**src/rtl/uart_pkg.sv**
```systemverilog
// Shared UART definitions: receiver FSM states, frame geometry and the 2-of-3 vote.
// Used by both the receiver and the matching transmitter.
package uart_pkg;

  localparam int DATA_BITS = 8;

  typedef enum logic [2:0] {
    S_IDLE      = 3'd0,
    S_START     = 3'd1,
    S_DATA      = 3'd2,
    S_PARITY    = 3'd3,
    S_STOP      = 3'd4,
    S_WAIT_IDLE = 3'd5
  } rx_state_t;

  function automatic logic maj3(input logic [2:0] s);
    return (s[0] & s[1]) | (s[0] & s[2]) | (s[1] & s[2]);
  endfunction

endpackage

```
**src/rtl/uart_rx_sync.sv**
```systemverilog
// Line conditioner: 2-flop synchroniser, 3-sample history, falling-edge detect and majority vote.
// Latency: rx_s lags the pad by 2 clocks and the vote by 3-5 clocks; no backpressure, free-running.
module uart_rx_sync
  import uart_pkg::*;
(
  input  logic i_clk,
  input  logic i_reset,
  input  logic i_datain,
  output logic o_rx_s,
  output logic o_fall,
  output logic o_vote
);

  logic       meta_q;
  logic       rx_s_q;
  logic [2:0] hist_q;

  // Everything resets to the idle (high) line level so reset never fakes a start edge.
  always_ff @(posedge i_clk) begin
    if (i_reset) begin
      meta_q <= 1'b1;
      rx_s_q <= 1'b1;
      hist_q <= 3'b111;
    end else begin
      meta_q <= i_datain;
      rx_s_q <= meta_q;
      hist_q <= {hist_q[1:0], rx_s_q};
    end
  end

  assign o_rx_s = rx_s_q;
  assign o_fall = hist_q[0] & ~rx_s_q;
  assign o_vote = maj3(hist_q);

endmodule

```
**src/rtl/uart_rx_os.sv**
```systemverilog
// Oversampling 8N1/8E1/8O1 UART receiver: start validation, mid-bit voting, framing/parity checks.
// Latency: o_valid 3+HALF+(9+PARITY_EN)*CLKS_PER_BIT clocks after the line falls; no backpressure, pulses are not held.
module uart_rx_os
  import uart_pkg::*;
#(
  parameter int CLKS_PER_BIT = 10,
  parameter int PARITY_EN    = 0,
  parameter int PARITY_ODD   = 0
) (
  input  logic       i_clk,
  input  logic       i_reset,
  input  logic       i_datain,
  output logic [7:0] o_dataout,
  output logic       o_valid,
  output logic       o_frame_err,
  output logic       o_parity_err,
  output logic       o_busy
);

  localparam int             CW       = (CLKS_PER_BIT > 1) ? $clog2(CLKS_PER_BIT) : 1;
  localparam logic [CW-1:0]  HALF_M1  = CW'(CLKS_PER_BIT / 2 - 1);
  localparam logic [CW-1:0]  BIT_LAST = CW'(CLKS_PER_BIT - 1);
  localparam logic [2:0]     IDX_LAST = 3'(DATA_BITS - 1);
  localparam logic           ODD      = (PARITY_ODD != 0);
  localparam logic           HAS_PAR  = (PARITY_EN != 0);

  logic rx_s;
  logic fall;
  logic vote;

  uart_rx_sync u_sync (
    .i_clk    (i_clk),
    .i_reset  (i_reset),
    .i_datain (i_datain),
    .o_rx_s   (rx_s),
    .o_fall   (fall),
    .o_vote   (vote)
  );

  rx_state_t     state_q, state_d;
  logic [CW-1:0] baud_q, baud_d;
  logic [2:0]    idx_q, idx_d;
  logic [7:0]    shift_q, shift_d;
  logic          par_err_q, par_err_d;
  logic [7:0]    dataout_q, dataout_d;
  logic          valid_q, valid_d;
  logic          ferr_q, ferr_d;
  logic          perr_q, perr_d;

  always_ff @(posedge i_clk) begin
    if (i_reset) begin
      state_q   <= S_IDLE;
      baud_q    <= '0;
      idx_q     <= '0;
      shift_q   <= '0;
      par_err_q <= 1'b0;
      dataout_q <= '0;
      valid_q   <= 1'b0;
      ferr_q    <= 1'b0;
      perr_q    <= 1'b0;
    end else begin
      state_q   <= state_d;
      baud_q    <= baud_d;
      idx_q     <= idx_d;
      shift_q   <= shift_d;
      par_err_q <= par_err_d;
      dataout_q <= dataout_d;
      valid_q   <= valid_d;
      ferr_q    <= ferr_d;
      perr_q    <= perr_d;
    end
  end

  always_comb begin
    state_d   = state_q;
    baud_d    = baud_q;
    idx_d     = idx_q;
    shift_d   = shift_q;
    par_err_d = par_err_q;
    dataout_d = dataout_q;
    valid_d   = 1'b0;
    ferr_d    = 1'b0;
    perr_d    = 1'b0;

    unique case (state_q)
      S_IDLE: begin
        baud_d    = '0;
        idx_d     = '0;
        par_err_d = 1'b0;
        if (fall) begin
          state_d = S_START;
        end
      end

      // A start bit that is high again by mid-bit was a glitch.
      S_START: begin
        if (baud_q == HALF_M1) begin
          baud_d  = '0;
          state_d = vote ? S_IDLE : S_DATA;
        end else begin
          baud_d = baud_q + CW'(1);
        end
      end

      S_DATA: begin
        if (baud_q == BIT_LAST) begin
          baud_d  = '0;
          shift_d = {vote, shift_q[7:1]};
          idx_d   = idx_q + 3'd1;
          if (idx_q == IDX_LAST) begin
            state_d = HAS_PAR ? S_PARITY : S_STOP;
          end
        end else begin
          baud_d = baud_q + CW'(1);
        end
      end

      S_PARITY: begin
        if (baud_q == BIT_LAST) begin
          baud_d    = '0;
          par_err_d = ((^shift_q) ^ vote) != ODD;
          state_d   = S_STOP;
        end else begin
          baud_d = baud_q + CW'(1);
        end
      end

      S_STOP: begin
        if (baud_q == BIT_LAST) begin
          baud_d = '0;
          if (vote) begin
            dataout_d = shift_q;
            valid_d   = 1'b1;
            perr_d    = par_err_q;
            state_d   = S_IDLE;
          end else begin
            ferr_d  = 1'b1;
            state_d = S_WAIT_IDLE;
          end
        end else begin
          baud_d = baud_q + CW'(1);
        end
      end

      // A line held low (break) must return high before another start is accepted.
      S_WAIT_IDLE: begin
        if (rx_s) begin
          state_d = S_IDLE;
        end
      end

      default: begin
        state_d = S_IDLE;
      end
    endcase
  end

  assign o_dataout    = dataout_q;
  assign o_valid      = valid_q;
  assign o_frame_err  = ferr_q;
  assign o_parity_err = perr_q;
  assign o_busy       = (state_q != S_IDLE);

endmodule

```
**config.mk**
```make
export PLATFORM = sky130hd
export DESIGN_NAME = uart_rx_os
export DESIGN_NICKNAME = d
export VERILOG_FILES = /design/src/rtl/uart_pkg.sv /design/src/rtl/uart_rx_sync.sv /design/src/rtl/uart_rx_os.sv
export SDC_FILE = /design/constraint.sdc
export NUM_CORES = 1
export LEC_CHECK = 0
export BUFFER_PORTS_ARGS = -buffer_cell sky130_fd_sc_hd__buf_2
export CORE_ASPECT_RATIO = 1.25
export CORE_UTILIZATION = 32
export DETAILED_ROUTE_END_ITERATION = 8
export GPL_ROUTABILITY_DRIVEN = 0
export GPL_TIMING_DRIVEN = 0
export PLACE_DENSITY = 0.56
export SKIP_CTS_REPAIR_TIMING = 1
export SYNTH_ARGS = -nofsm -noshare
export SYNTH_HDL_FRONTEND = slang
export SYNTH_SLANG_ARGS = --single-unit
```
**constraint.sdc**
```tcl
create_clock -name i_clk -period 3.3 [get_ports i_clk]
set_clock_uncertainty 0.15 [all_clocks]
set_input_delay 0.99 -clock i_clk [delete_from_list [all_inputs] [get_ports i_clk]]
set_output_delay 0.99 -clock i_clk [all_outputs]
set_load 0.02 [all_outputs]
```
==> out/qor.yml <==
worst_setup_path:
  cp.required_ns: 2.16
  path_cells: "buf_2 -> or3_1 -> clkbuf_2 -> buf_2"
  crit_type: "reg -> out"
  crit_path_max_incr_delay_ns: 0.37
  critPathSlowestCell: "or3_1"
  critPathLaunchType: "flop"
  crit_path_frequent_cell: "buf_2"
  worst-path-max-fanout: 10
  crit_arrival_ns: 1.45
  worst_setup_path_end_kind: "output pin"
global_routing:
  grt_max_degree: 11
  grt_pass1_vias: 1018
  grt_usage: 0.121
  overflow: 0
  grt_pass1_wl_um: 4640
  antenna_found_initial: 0
timing:
  setup_viol: 0
  slew-limit-headroom: 0.695
  worst_pin_slew_ns: 0.452
  fmax_ghz: 0.386
  setup_tns_ns: 0
  hold_viol: 0
  final.min_clock_period_ns: 2.59
  whs_ns: 0.263
  post-route-period-util: 0.784
  rsz0062_at_grt: "false"
  drv_slew: 0
synthesis:
  yosysSeqAreaShare: 0.444
  synthSimpleGateAreaFrac: 0.212
  synthXorXnorAreaFrac: 0.0523
  ys_warn_count: 0
  synthAdderAreaFrac: 0.0468
  yosysUniqueCellTypes: 39
  synth_compound_area_frac: 0.0817
  synth.area.mux_share: 0.115
  synth_top_family_by_area: "simple AND/OR/NAND/NOR gates"
  avgSynthCellArea_um2: 9.80
  yosys_register_bits: 35
  syn-cell-area_mm2: 0.00158
  synth_nets: 169
  netlist_instances: 161
clocking:
  cts.sinks: 35
  htreeDepth: 2
  cts_buffers: 5
  clockBufferDepth: 2
  clock-root-buffer: "clkbuf_8"
  clk_pin_slew_ns: 0.07
  cts_tree: "yes"
  insertion_delay_ns: 0.28
route:
  drt-total-wl_um: 2680
  viasPerCell: 4.52
  vias: 1094
  wl_met1_um: 1290
  ant_nets: 0
  drt_first_iter_violations: 43
  remaining_drc_errors: 0
  wl_met2_um: 1240
  drtPass1Iterations: 4
  wl_met3_um: 90
  wire_per_inst_um: 11.1
  top_layer: "met4"
finish:
  fin_nets: 189
  fill_cells: 494
  fin_util: 0.384
  drive_gt1_frac: 0.231
  finalInstanceArea_mm2: 0.00182
  antenna_cells: 0
  syn_to_final_growth_pct: 15.2
floorplanning:
  die_w_um: 64.8
  fp.dieH_um: 80.5
  num_io_pins: 15
  row_count: 28
  die-area_mm2: 0.00522
  core-area_mm2: 0.00473
  start_util: 0.334
place:
  placed_area_mm2: 0.00172
  portBuffers: 13
  dp_hpwl_um: 1900
pwr:
  ir_drop_uv: 339
  p_per_area_mw_per_mm2: 466
  leakage_nw: 0.794
status:
  status: "finished clean"
hold_path:
  hold_class: "reg -> reg"
job:
  max_cap_violations: 0
sequential cells by signal, indices dropped and copies added (netlist names):
signal,flops
idx_q,3
u_sync.meta_q,1
o_frame_err,1
par_err_q,1
state_q,3
o_dataout,8
u_sync.o_rx_s,1
o_valid,1
u_sync.hist_q,3
baud_q,4
shift_q,8
o_parity_err,1
metal layers:
layer,track usage,vias to the layer above
li1,-,583
met1,0.135,493
met2,0.198,14
met3,0.0426,4
met4,0.0667,0
met5,0,-
path summary, 6_finish.rpt:
kind	depth (start not counted)	slack (ns)	start	endpoint
hold / removal	1	0.26	u_sync.meta_q$_SDFF_PP1_	u_sync.o_rx_s$_SDFF_PP1_
hold reg to reg	1	0.26	u_sync.meta_q$_SDFF_PP1_	u_sync.o_rx_s$_SDFF_PP1_
setup reg to reg	6	1.33	baud_q[0]$_SDFFE_PP0P_	shift_q[2]$_SDFFE_PP0P_
setup / recovery	4	0.71	state_q[1]$_SDFFE_PP0P_	o_busy
cells by family after synthesis:
logic type / after synthesis
muxes: 18
adders and majority gates: 6
AOI/OAI and AO/OA: 19
and+or+nand+nor: 64
xor gates and xnor gates: 7
buffers and inverters: 12
DFF: 35
area by class of cell:
cell class | instances | area (um2) | area share
inverter | 2 | 7.51 | 0.00413
buffer | 10 | 68.8 | 0.0379
tap | 60 | 75.1 | 0.0413
multi-input combinational | 114 | 801 | 0.440
sequential | 35 | 701 | 0.385
clock buffer | 8 | 100 | 0.0551
timing repair buffer | 13 | 65.1 | 0.0358
Yosys cell counts:
| master | count | area, um2 |
|---|---|---|
| clkbuf_1 | 2 | 7.51 |
| buf_4 | 1 | 7.51 |
| ha_1 | 5 | 62.6 |
| nor3b_1 | 2 | 15.0 |
| xnor2_2 | 1 | 16.3 |
| nor3_2 | 1 | 10.0 |
| buf_2 | 3 | 15.0 |
| or2_0 | 1 | 6.26 |
| nand3b_4 | 1 | 20.0 |
| a311oi_1 | 2 | 17.5 |
| and2b_1 | 1 | 7.51 |
| clkbuf_2 | 1 | 5.00 |
| mux2i_1 | 17 | 170 |
| xnor3_1 | 1 | 22.5 |
| nor2_1 | 29 | 109 |
| nor2b_1 | 1 | 6.26 |
| nor4b_1 | 1 | 8.76 |
| o21ai_0 | 2 | 10.0 |
| nand2b_1 | 3 | 18.8 |
| buf_6 | 3 | 33.8 |
| mux2_2 | 1 | 11.3 |
| maj3_2 | 1 | 11.3 |
| inv_1 | 2 | 7.51 |
| dfxtp_1 | 35 | 701 |
| or2_2 | 6 | 37.5 |
| a21oi_2 | 1 | 8.76 |
| nand3_1 | 2 | 10.0 |
| xnor2_1 | 5 | 43.8 |
| nand2_1 | 10 | 37.5 |
| or3_1 | 1 | 6.26 |
| nand3b_1 | 3 | 22.5 |
| nor3b_2 | 1 | 12.5 |
| a2bb2oi_1 | 1 | 8.76 |
| o221ai_2 | 1 | 15.0 |
| and2_1 | 1 | 6.26 |
| a21oi_1 | 9 | 45.0 |
| a2111o_1 | 1 | 11.3 |
| a211oi_1 | 1 | 7.51 |
| o21ai_1 | 1 | 5.00 |
critical path: cells and delay by family, from the launching register on:
kind | cells | cell delay (ns)
AND/OR/NAND/NOR | 1 | 0.37
buffers and inverters | 3 | 0.50
flip-flops | 1 | 0.30
power breakdown:
group / internal (mW) / total (mW) / switching (mW)
sequential: 0.429 / 0.437 / 0.00822
combinational: 0.0301 / 0.0714 / 0.0413
clock: 0.190 / 0.339 / 0.149
total: 0.649 / 0.848 / 0.198
layout by cell type, fill, tap and decap left out, types with 2 or more instances in the layout:
cell,count
a21oi_1,9
nor2_1,29
ha_1,5
xnor2_1,5
inv_1,2
nand3b_1,3
o21ai_0,2
nand3_1,2
mux2i_1,17
nor3b_1,2
buf_2,16
dfxtp_1,35
nand2_1,10
or2_2,6
nand2b_1,3
buf_6,3
a311oi_1,2
clkbuf_1,3
clkbuf_8,7
stage by stage:
step / setup WS (ns) / total power, mW / cells
2_1_floorplan: 1.20 / 0.502 / 161
3_3_place_gp: 1.01 / 0.519 / 234
3_5_place_dp: 1.01 / 0.519 / 234
4_1_cts: 0.682 / 0.859 / 242
5_1_grt: 0.651 / 0.889 / 242
6_report: 0.711 / 0.848 / 242
Power figures use the tool's default switching activity.
